===== src/rtl/keysw_io_dev_pkg.sv =====
// Shared definitions for the KEY/SW memory-mapped input device.
// Holds register addresses, CTRL bit positions and the status-register update rule.
package keysw_io_dev_pkg;

    localparam logic [31:0] ADDR_KDATA = 32'hFFFF_F080;
    localparam logic [31:0] ADDR_KCTRL = 32'hFFFF_F084;
    localparam logic [31:0] ADDR_SDATA = 32'hFFFF_F090;
    localparam logic [31:0] ADDR_SCTRL = 32'hFFFF_F094;

    localparam int CTRL_READY = 0;
    localparam int CTRL_OVR   = 2;
    localparam int CTRL_IE    = 4;
    localparam int CTRL_BITS  = 5;

    typedef enum logic [2:0] {
        REG_NONE,
        REG_KDATA,
        REG_KCTRL,
        REG_SDATA,
        REG_SCTRL
    } regSel_t;

    typedef struct packed {
        logic ie;
        logic ovr;
        logic ready;
    } ctrl_t;

    function automatic logic [CTRL_BITS-1:0] ctrlWord(input ctrl_t c);
        logic [CTRL_BITS-1:0] w;
        w = '0;
        w[CTRL_READY] = c.ready;
        w[CTRL_OVR]   = c.ovr;
        w[CTRL_IE]    = c.ie;
        return w;
    endfunction

    // A data update that coincides with a data read counts as consumed, so it never flags overrun.
    function automatic ctrl_t ctrlNext(input ctrl_t cur, input logic update, input logic dataRead,
                                       input logic ctrlWrite, input logic wrOvr, input logic wrIe);
        ctrl_t nxt;
        nxt = cur;
        if (ctrlWrite) begin
            if (!wrOvr) nxt.ovr = 1'b0;
            nxt.ie = wrIe;
        end
        if (update) begin
            nxt.ready = 1'b1;
            if (cur.ready && !dataRead) nxt.ovr = 1'b1;
        end else if (dataRead) begin
            nxt.ready = 1'b0;
        end
        return nxt;
    endfunction

endpackage


===== src/rtl/keysw_io_dev_debounce.sv =====
// Two-flop synchroniser followed by a stability filter; DEBOUNCE<=1 bypasses the filter.
// o_changed is high in the cycle before o_value takes a new value.
module keysw_io_dev_debounce #(
    parameter int WIDTH    = 10,
    parameter int DEBOUNCE = 4
) (
    input  logic             clk,
    input  logic             reset,
    input  logic [WIDTH-1:0] i_raw,
    output logic [WIDTH-1:0] o_value,
    output logic             o_changed
);

    logic [WIDTH-1:0] r_sync1;
    logic [WIDTH-1:0] r_sync2;
    logic [WIDTH-1:0] r_value;

    always_ff @(posedge clk or posedge reset) begin
        if (reset) begin
            r_sync1 <= '0;
            r_sync2 <= '0;
        end else begin
            r_sync1 <= i_raw;
            r_sync2 <= r_sync1;
        end
    end

    generate
        if (DEBOUNCE > 1) begin : g_filter
            localparam int CW = $clog2(DEBOUNCE);
            localparam logic [CW-1:0] CMAX = CW'(DEBOUNCE - 1);

            logic [WIDTH-1:0] r_cand;
            logic [CW-1:0]    r_cnt;
            logic [CW-1:0]    w_nextCnt;
            logic             w_load;

            // Counter saturates at CMAX; acceptance happens on the edge it gets there.
            always_comb begin
                w_nextCnt = r_cnt;
                if (r_sync2 != r_cand) begin
                    w_nextCnt = '0;
                end else if (r_cnt != CMAX) begin
                    w_nextCnt = r_cnt + CW'(1);
                end
            end

            assign w_load = (r_sync2 == r_cand) && (w_nextCnt == CMAX) && (r_cand != r_value);

            always_ff @(posedge clk or posedge reset) begin
                if (reset) begin
                    r_cand  <= '0;
                    r_cnt   <= '0;
                    r_value <= '0;
                end else begin
                    r_cand <= r_sync2;
                    r_cnt  <= w_nextCnt;
                    if (w_load) r_value <= r_cand;
                end
            end

            assign o_changed = w_load;
        end else begin : g_bypass
            logic w_load;

            assign w_load = (r_sync2 != r_value);

            always_ff @(posedge clk or posedge reset) begin
                if (reset) begin
                    r_value <= '0;
                end else if (w_load) begin
                    r_value <= r_sync2;
                end
            end

            assign o_changed = w_load;
        end
    endgenerate

    assign o_value = r_value;

endmodule


===== src/rtl/keysw_io_dev.sv =====
// Memory-mapped KEY/SW input device: synchronised data registers, Ready/Overrun/IE status
// per device, address decode, combinational read mux and a registered interrupt request.
module keysw_io_dev
    import keysw_io_dev_pkg::*;
#(
    parameter int               DBITS     = 32,
    parameter int               KEYBITS   = 4,
    parameter int               SWBITS    = 10,
    parameter int               DEBOUNCE  = 100000,
    parameter logic [DBITS-1:0] ADDRKDATA = DBITS'(ADDR_KDATA),
    parameter logic [DBITS-1:0] ADDRKCTRL = DBITS'(ADDR_KCTRL),
    parameter logic [DBITS-1:0] ADDRSDATA = DBITS'(ADDR_SDATA),
    parameter logic [DBITS-1:0] ADDRSCTRL = DBITS'(ADDR_SCTRL)
) (
    input  logic               clk,
    input  logic               reset,
    input  logic [DBITS-1:0]   addr,
    input  logic               rd_en,
    input  logic               wr_en,
    input  logic [DBITS-1:0]   wdata,
    input  logic [KEYBITS-1:0] KEY,
    input  logic [SWBITS-1:0]  SW,
    output logic [DBITS-1:0]   rdata,
    output logic               sel,
    output logic               irq
);

    logic [KEYBITS-1:0] w_kdata;
    logic               w_kChanged;
    logic [SWBITS-1:0]  w_sdata;
    logic               w_sChanged;
    regSel_t            w_regSel;
    logic               w_kRead;
    logic               w_sRead;
    logic               w_kCtrlWr;
    logic               w_sCtrlWr;
    logic               w_unusedWdata;

    ctrl_t r_kCtrl;
    ctrl_t r_sCtrl;
    logic  r_irq;

    // KEY is inverted ahead of the synchroniser so the all-zero reset state means "nothing pressed".
    keysw_io_dev_debounce #(
        .WIDTH    (KEYBITS),
        .DEBOUNCE (1)
    ) u_keyIn (
        .clk       (clk),
        .reset     (reset),
        .i_raw     (~KEY),
        .o_value   (w_kdata),
        .o_changed (w_kChanged)
    );

    keysw_io_dev_debounce #(
        .WIDTH    (SWBITS),
        .DEBOUNCE (DEBOUNCE)
    ) u_swIn (
        .clk       (clk),
        .reset     (reset),
        .i_raw     (SW),
        .o_value   (w_sdata),
        .o_changed (w_sChanged)
    );

    always_comb begin
        w_regSel = REG_NONE;
        if (addr == ADDRKDATA)      w_regSel = REG_KDATA;
        else if (addr == ADDRKCTRL) w_regSel = REG_KCTRL;
        else if (addr == ADDRSDATA) w_regSel = REG_SDATA;
        else if (addr == ADDRSCTRL) w_regSel = REG_SCTRL;
    end

    assign sel       = (w_regSel != REG_NONE);
    assign w_kRead   = rd_en && (w_regSel == REG_KDATA);
    assign w_sRead   = rd_en && (w_regSel == REG_SDATA);
    assign w_kCtrlWr = wr_en && (w_regSel == REG_KCTRL);
    assign w_sCtrlWr = wr_en && (w_regSel == REG_SCTRL);

    // Only the Overrun and IE bits of a store matter.
    assign w_unusedWdata = ^wdata;

    always_ff @(posedge clk or posedge reset) begin
        if (reset) begin
            r_kCtrl <= '0;
            r_sCtrl <= '0;
            r_irq   <= 1'b0;
        end else begin
            r_kCtrl <= ctrlNext(r_kCtrl, w_kChanged, w_kRead, w_kCtrlWr,
                                wdata[CTRL_OVR], wdata[CTRL_IE]);
            r_sCtrl <= ctrlNext(r_sCtrl, w_sChanged, w_sRead, w_sCtrlWr,
                                wdata[CTRL_OVR], wdata[CTRL_IE]);
            r_irq   <= (r_kCtrl.ready && r_kCtrl.ie) || (r_sCtrl.ready && r_sCtrl.ie);
        end
    end

    assign irq = r_irq;

    always_comb begin
        rdata = '0;
        case (w_regSel)
            REG_KDATA: rdata[KEYBITS-1:0]   = w_kdata;
            REG_KCTRL: rdata[CTRL_BITS-1:0] = ctrlWord(r_kCtrl);
            REG_SDATA: rdata[SWBITS-1:0]    = w_sdata;
            REG_SCTRL: rdata[CTRL_BITS-1:0] = ctrlWord(r_sCtrl);
            default:   rdata = '0;
        endcase
    end

endmodule

===== config.mk =====
export PLATFORM = sky130hd
export DESIGN_NAME = keysw_io_dev
export DESIGN_NICKNAME = d
export VERILOG_FILES = /design/src/rtl/keysw_io_dev_pkg.sv /design/src/rtl/keysw_io_dev_debounce.sv /design/src/rtl/keysw_io_dev.sv
export SDC_FILE = /design/constraint.sdc
export NUM_CORES = 1
export LEC_CHECK = 0
export CAP_MARGIN = 20
export CORE_MARGIN = 2
export CORE_UTILIZATION = 50
export CTS_CLUSTER_DIAMETER = 60
export DETAILED_ROUTE_END_ITERATION = 10
export HOLD_SLACK_MARGIN = 0.06
export PLACE_DENSITY = 0.94
export SETUP_SLACK_MARGIN = 0.02
export SLEW_MARGIN = 10
export SYNTH_ARGS = -nofsm -noshare
export SYNTH_HDL_FRONTEND = slang
export SYNTH_SLANG_ARGS = --single-unit

===== constraint.sdc =====
create_clock -name clk -period 6.15 [get_ports clk]
set_input_delay 1.5375 -clock clk [delete_from_list [all_inputs] [get_ports clk]]
set_output_delay 1.5375 -clock clk [all_outputs]
set_load 0.05 [all_outputs]

[After elaboration in Yosys (flattened, before gate mapping)]
Cells that the tools add are included.
Word-level totals
  input port bits: 82
  register bits after elaboration: 76
  word-level logic and storage cells: 68
Operators by class
  reductions and logical operators: 16
  add/sub/neg operators: 1
  bitwise operators: 1
  eq/ne operators: 14
  multiplexer cells: 21
Operator list (count)
  32-bit == test (second input constant): 4
  17-bit 2-to-1 mux: 2
  10-bit inequality test: 2
  17-bit by 1-bit adder with 17-bit output (second input constant): 1
  17-bit == test (second input constant): 1
  17-bit inequality test (second input constant): 1
  4-bit case mux with 4 select lines: 1
  1-bit 2-to-1 mux: 12
  3-bit 2-to-1 mux: 4
  10-bit == test: 1
  1-bit logical AND: 10
  3-bit by 2-bit == test with 1-bit output (second input constant): 2
  5-bit 2-to-1 mux: 1
  4-bit inequality test: 1
  4-bit NOT: 1
  2-bit nonzero test: 2
  3-bit by 1-bit == test with 1-bit output (second input constant): 1
  3-bit == test (second input constant): 1
  1-bit case mux with 3 select lines: 1
  3-bit nonzero test: 1
  1-bit logical NOT: 2
  1-bit logical OR: 1

[Depth between registers and ports, before layout]
Gate-level depths: netlist of run 1.
  depth in word-level cells: 11
  mapped depth: 9
  gate-level depth less buffers: 7

[Cells and area by module]
A second synthesis of run 1 with hierarchy kept.
Unflattened totals
  cell total of the unflattened synthesis: 306
  area, all modules: 3559.7 um^2
By module, submodules not included
  keysw_io_dev_debounce (u_swIn): times used 1, seq. area each 1426.4 um^2, cells each 194, area each 2418.6 um^2
  keysw_io_dev: times used 1, seq. area each 175.2 um^2, cells each 90, area each 780.7 um^2
  keysw_io_dev_debounce (u_keyIn): times used 1, seq. area each 300.3 um^2, cells each 22, area each 360.3 um^2

[Least setup slack after synthesis of run 1]
OpenSTA, ideal clock, no wires.
  path kind: input port to output port
  start: input addr[9]
  end: output rdata[1]
  setup slack: 1286 ps
  stages on the path: 4
  arrival: 3326 ps
  required time: 4612 ps
  cell sequence: nand4b_1 nor4_1 nand4_1 nor3_1
On the way
  cells in the longest elaborated chain, start to end: 7
  elaborated cells on any way between the ends: 13
RTL lines
  start: declaration: line keysw_io_dev.sv:17  | input logic [DBITS-1:0] addr,
  32-bit == test: line keysw_io_dev.sv:71  | else if (addr == ADDRSCTRL) w_regSel = REG_SCTRL;
  3-bit 2-to-1 mux: line keysw_io_dev.sv:71
  3-bit 2-to-1 mux: line keysw_io_dev.sv:70  | else if (addr == ADDRSDATA) w_regSel = REG_SDATA;
  3-bit 2-to-1 mux: line keysw_io_dev.sv:69  | else if (addr == ADDRKCTRL) w_regSel = REG_KCTRL;
  3-bit 2-to-1 mux (*): line keysw_io_dev.sv:68  | if (addr == ADDRKDATA) w_regSel = REG_KDATA;
  3-bit == test (tied with other cells): line keysw_io_dev.sv:101  | case (w_regSel)
  4-bit case mux with 4 select lines (*): line keysw_io_dev.sv:101
  end: declaration: line keysw_io_dev.sv:23  | output logic [DBITS-1:0] rdata,
Every way passes the cells marked *; elsewhere a longest branch is shown, timed or not.

[Worst setup path after layout of run 1]
  start: input addr[20]
  end: output rdata[7]
On the way
  cells in the longest elaborated chain, start to end: 7
  elaborated cells on any way between the ends: 10
RTL lines (line)
  32-bit == test: keysw_io_dev.sv:71
  3-bit 2-to-1 mux: keysw_io_dev.sv:71
  3-bit 2-to-1 mux: keysw_io_dev.sv:70
  3-bit 2-to-1 mux: keysw_io_dev.sv:69
  3-bit 2-to-1 mux (*): keysw_io_dev.sv:68
  3-bit by 2-bit == test with 1-bit output (*): keysw_io_dev.sv:101
  5-bit 2-to-1 mux (*): keysw_io_dev.sv:101
Marked as above.

==> flow_metrics.tcl, run 1 <==
set metrics [dict create \
    vias_per_cell 5.21 \
    core_area_um2 6870 \
    die_w_um 88.6 \
    synthXorXnorAreaFrac_pct 9.29 \
    min-delay-start "u_swIn.r_sync1[5]" \
    status "finished clean" \
    n_fill_cell 519 \
    maxCapViolations 0 \
    cts_buffers 9 \
    power_uw 975 \
    grt_pass1_wl_mm 11.0 \
    ioPinCount 116 \
    cellLeakagePower_uw 0.00183 \
    seqCellArea_um2 1900 \
    drc 0 \
    place_area_um2 4180 \
    synth_fa_ha_area_share_pct 0.349 \
    rsz0062_at_grt "no" \
    cp_slowest_stage_delay_ns 0.83 \
    cp_max_fo 5 \
    via_count 2459 \
    synth_ff_type "dfrtp_1" \
    multiInputGateArea_um2 1490 \
    cts.clk_slew.worst_paths_ns 0.07 \
    synthCells 311 \
    start_kind "input port" \
    clock.fmax_ghz 0.176 \
    synth.yosys.warnings 0 \
    crit_arrival_ns 4.16 \
    worstHoldPathCells 0 \
    globalRoute.totalOverflow 0 \
    synthesis.area_um2 3580 \
    fin_crit_sh_pct 92.6 \
    ctsHtreeMaxLevel 3 \
    postCtsSetupBuffers 0 \
    synth_top_family_by_area "simple AND/OR/NAND/NOR gates" \
    hpwl_mm 5.29 \
    layout-drive-gt1-share_pct 10.4 \
    port_buffers 63 \
    worstPathCellList "clkdlybuf4s50_1, nand4_1, nor4_1, nand4_1, nor3_1, and2_1, clkdlybuf4s50_1" \
    use_met1_pct 21.9 \
    start_util_pct 52.1 \
    area_delta_synth_final_pct 22.0 \
    hold_viol 0 \
    hp-class "flop to flop" \
    ctsHoldBuffers 0 \
    ys_ff_latch 76 \
    clk_latency_ns 0.34 \
    setup_viol 0 \
    peakVddDrop_mv 0.212 \
    fin_tns_setup_ns 0 \
    ys_types 51 \
    diodes 0 \
    async_flop_share_pct 100 \
    ant_nets 0 \
    grt_pass1_vias 2406 \
    firstDrtPassIters 4 \
    die_h_um 88.6 \
    grt_usage_pct 18.8 \
    drv_slew 0 \
    ctsResizeCount 0 \
    finalCriticalPeriod_ns 5.69 \
    cts_tree "built" \
    use_met2_pct 32.7 \
    gp_congestion 0.900 \
    cts_root_buf "clkbuf_8" \
    worstMarginPinSlew_ns 0.846 \
    synth_edf_count 0 \
    worstPathRequired_ns 4.61 \
    synth-simple-area-share_pct 16.9 \
    synth_area_leader_cell "dfrtp_1" \
    grt_use_met3_pct 3.82 \
    antenna_found_initial 0 \
    slowest_stage "clkdlybuf4s50_1" \
    synth_compound_area_share_pct 5.38 \
    nets 455 \
    fin_skew_ns 0.00771 \
    design.die.area_um2 7860 \
    drt_iter0_drc 170 \
    grt_start_max_net_pins 49 \
    ys_seq_area_share_pct 53.1 \
    final_cell_mix "dfrtp_1, clkdlybuf4s50_1, xnor2_1, nor2_1, conb_1" \
    clock_path_buffers 2 \
    r2r_slack_ns 2.60 \
    r2r_start "u_swIn.g_filter.r_cnt[0]" \
    slew_headroom_pct 43.5 \
    power_density_nw_per_um2 223 \
    final_area_um2 4370 \
    rows 30 \
    synth_area_per_cell_um2 11.5 \
    wl_per_cell_um 14.8 \
    cp-end-kind "primary output" \
    synth_area_leaders "dfrtp_1, xnor2_1, buf_4" \
    holdPathEnd "u_swIn.r_sync2[5]" \
    timing.rr.end "u_swIn.o_value[9]" \
    wl_mm 7.00 \
    synth_top_area_share_pct 53.1 \
    critical_path_class "input port to primary output" \
    busiest_layer "met2" \
    synth_mux_area_share_pct 7.30 \
    layout_commonest_cell "dfrtp_1" \
    cts_sinks 76 \
    r2r_cells 7 \
]
worst max-delay path, delay by kind of cell:
kind / cells / cell delay [ns]
buffers and inverters: 2 / 1.29
and+or+nand+nor: 5 / 1.33
sequential cells by signal, summed over array words and instances (netlist names):
register                cells
u_swIn.g_filter.r_cnt      17
u_swIn.g_filter.r_cand     10
u_swIn.o_value             10
u_swIn.r_sync1             10
u_swIn.r_sync2             10
u_keyIn.o_value             4
u_keyIn.r_sync1             4
u_keyIn.r_sync2             4
r_kCtrl                     3
r_sCtrl                     3
irq                         1
logic make-up (layout without fill, tap and decap cells):
family / Yosys count / in the layout
xor+xnor: 38 / 38
buf+inv: 44 / 88
flops: 76 / 76
simple gates: 107 / 107
other cells: 1 / 22
compound gates: 25 / 25
mux: 19 / 19
fa+ha+maj: 1 / 1
through the flow:
stage | hold slack (ns) | util, % | worst slack (ns) | cells
final | 0.351 | 63.6 | 0.455 | 472
after global routing | 0.358 | 63.6 | 0.230 | 472
after CTS | 0.352 | 63.6 | 0.395 | 472
after detailed placement | 0.335 | 60.9 | 0.414 | 457
after global placement | 0.332 | 60.9 | 0.512 | 457
after floorplan | 0.331 | - | 1.29 | 332
worst max path at each step:
| stage | startpoint | to | slack, ns | cells past startpoint |
|---|---|---|---|---|
| 2_1_floorplan | addr[9] | rdata[1] | 1.29 | 4 |
| 3_3_place_gp | addr[20] | rdata[8] | 0.51 | 7 |
| 3_5_place_dp | addr[20] | rdata[9] | 0.41 | 7 |
| 4_1_cts | addr[20] | rdata[9] | 0.40 | 7 |
| 5_1_grt | addr[20] | rdata[9] | 0.23 | 7 |
| 6_report | addr[20] | rdata[7] | 0.46 | 7 |
Yosys cell counts, types with 2 or more instances:
cell	number
dfrtp_1	76
buf_4	24
nor2_1	23
xnor2_1	23
nand2_1	17
xor2_1	15
nand4_1	13
nor3_1	11
and2_1	9
nor4_1	9
clkbuf_1	8
inv_1	8
mux2_4	8
a21oi_1	6
nand3_1	6
mux2i_1	4
a21o_1	3
mux2_2	3
o21ai_0	3
a211oi_1	2
a31oi_1	2
and4_1	2
buf_2	2
buf_6	2
mux2_1	2
mux4_2	2
nand2b_1	2
nand4_2	2
or4_4	2
cell type report:
type                       count  share of cell area, %
clock buffer                   9                   2.83
clock inverter                 6                   1.46
inverter                       8                  0.687
multi-input combinational    212                   34.0
sequential                    76                   43.5
tap                           96                   2.75
timing repair buffer          65                   14.8
routing by layer:
metal / vias up / part of all wire [%] / wire, µm
li1: 1155 / - / -
met1: 1195 / 40 / 2810
met2: 96 / 51 / 3560
met3: 13 / 7.2 / 504
met4: 0 / 1.8 / 127
met5: - / 0 / 0
power by group:
group          internal, µW  leakage (µW)  switching (µW)  total [µW]
Clock                   185     0.0000915             176         360
Combinational          39.3      0.000785            52.4        91.7
Sequential              513      0.000949            9.84         523
(Power assumes the default switching activity.)
==> inputs of run 2 (changes only) <==
CTS_CLUSTER_DIAMETER = 30   (was 60)
==> results of run 2 <==
Final layout, timing and power as in run 1 (identical DEF).
==> inputs of run 3 (changes only) <==
CAP_MARGIN = default   (was 20)
CORE_UTILIZATION = 42   (was 50)
PLACE_DENSITY = 0.85   (was 0.94)
clock period = 4.63 ns   (was 6.15 ns; I/O delays follow)
==> run 3 against run 2 <==
Net effect: non-clock buffer count rose by 2; design area grew 2.9%; wire length decreased by 1.0%; clock-buffer cell count up 1; sequential power rose by 33%; sequential share of layout area shrank 1.2 points; global-route usage fell by 2.2 points; die area rose by 18%; flip-flop and latch count unchanged; clock skew fell by 0.0015 ns; critical path depth stayed put; critical path type unchanged.
==> flow_metrics.tcl, run 3 (same netlist as run 1, synthesis figures left out) <==
set metrics [dict create \
    worstPathRequired_ns 3.47 \
    grt_start_max_net_pins 39 \
    wl_mm 6.93 \
    via_count 2452 \
    drc 0 \
    port_buffers 63 \
    n_fill_cell 676 \
    diodes 0 \
    cts_sinks 76 \
    power_frac_seq_pct 54.1 \
    drt_iter0_drc 110 \
    fin_tns_setup_ns 0 \
    cts_root_buf "clkbuf_8" \
    peakVddDrop_mv 0.176 \
    rsz0062_at_grt "no" \
    path_buf_inv 2 \
    largest_reg_flops 17 \
    final_util_pct 54.5 \
    ctsHtreeMaxLevel 3 \
    power_density_nw_per_um2 286 \
    power_switching_uw 307 \
    firstDrtPassIters 4 \
    postCtsSetupBuffers 0 \
    fin_crit_sh_pct 92.3 \
    power_uw 1290 \
    worstPathCellList "clkdlybuf4s50_1, nand4_1, nor4_1, nand4_1, nor3_1, and2_1, buf_12" \
    nets 457 \
    r2r_slack_ns 1.06 \
    clock_path_buffers 2 \
    setup_viol 0 \
    r2r_start "u_swIn.g_filter.r_cnt[0]" \
    p_int_uw 979 \
    clock.fmax_ghz 0.234 \
    critical_path_class "input port to primary output" \
    grt_usage_pct 16.6 \
    maxCapViolations 0 \
    min-delay-start "u_swIn.r_sync1[0]" \
    gp_congestion 0.909 \
    area_delta_synth_final_pct 25.6 \
    ctsResizeCount 0 \
    status "finished clean" \
    core_area_um2 8260 \
    start_kind "input port" \
    vias_per_cell 5.09 \
    cp_slowest_stage_delay_ns 0.52 \
    place_area_um2 4320 \
    antenna_found_initial 0 \
    die_w_um 96.4 \
    cts.clk_slew.worst_paths_ns 0.07 \
    p_clk_share_pct 36.5 \
    layout-drive-gt1-share_pct 13.3 \
    die_h_um 96.4 \
    rows 33 \
    cp_common_cell "nand4_1" \
    fin_skew_ns 0.00618 \
    final_area_um2 4500 \
    cp_max_fo 5 \
    wl_per_cell_um 14.4 \
    layout_commonest_cell "dfrtp_1" \
    final_cell_mix "dfrtp_1, clkdlybuf4s50_1, xnor2_1, nor2_1, conb_1" \
    globalRoute.totalOverflow 0 \
    slowest_stage "nor3_1" \
    grt_pass1_wl_mm 11.7 \
    ant_nets 0 \
    multiInputGateArea_um2 1490 \
    drv_slew 0 \
    slew_headroom_pct 51.1 \
    clk_latency_ns 0.34 \
    design.die.area_um2 9280 \
    seqCellArea_um2 1900 \
    comb_power_share_pct 9.4 \
    hp-class "flop to flop" \
    cellLeakagePower_uw 0.00189 \
    start_util_pct 43.4 \
    ioPinCount 116 \
    top_register "u_swIn.g_filter.r_cnt" \
    ctsHoldBuffers 0 \
    critPathTopFamily "simple AND/OR/NAND/NOR gates" \
    worstMarginPinSlew_ns 0.732 \
    hpwl_mm 5.19 \
    crit_arrival_ns 3.12 \
    cts_buffers 9 \
    crit_start "addr[20]" \
    hold_viol 0 \
    power.share.switching_pct 23.9 \
    cp-end-kind "primary output" \
    cts_tree "built" \
    grt_pass1_vias 2508 \
    finalCriticalPeriod_ns 4.27 \
]
run 3: layout make-up:
class,instances,share of cell area [%]
Inverter,8,0.667
Clock buffer,10,2.84
Multi-Input combinational cell,212,33.0
Timing Repair Buffer,67,17.1
Tap cell,105,2.92
Sequential cell,76,42.3
Clock inverter,4,1.17
run 3: power groups by stage:
stage	sequential, µW	combinational (µW)	clock, µW
3_5_place_dp	709	122	0
3_3_place_gp	706	120	0
4_1_cts	696	122	482
6_report	695	121	469
5_1_grt	697	133	510
2_1_floorplan	704	86.6	0
run 3: worst paths after layout:
check / endpoint / cells past startpoint
worst max register to register: u_swIn.o_value[8] / 7
worst min register to register: u_swIn.r_sync2[0] / 0
min in group asynchronous: u_swIn.r_sync1[5] / 2
max in group asynchronous: u_swIn.o_value[0] / 4
worst min-delay path: u_swIn.r_sync2[0] / 0
worst max-delay path: rdata[9] / 7
run 3: layer usage:
layer  global-route usage (%)  vias to the layer above  wire length [µm]
met5                        0                        -                 0
met4                     8.22                        0               136
met3                     2.90                       13               478
met2                     28.8                       98              3570
met1                     20.0                     1188              2740
li1                         -                     1153                 -
run 3: worst register-to-register path, cell delays in order, from the launching register on:
cell       delay [ns]
dfrtp_1          0.55
ha_1             0.33
nand4_2          0.21
or4_4            0.59
or2_1            0.25
a2111oi_1        0.54
nand4_2          0.50
mux2_1           0.48
run 3: stage by stage:
step           setup slack, ns  hold WS [ns]  cells
6_report                 0.357         0.350    482
5_1_grt                  0.181         0.356    482
4_1_cts                  0.334         0.351    482
3_5_place_dp             0.334         0.335    468
3_3_place_gp             0.390         0.333    468
2_1_floorplan            0.526         0.331    332
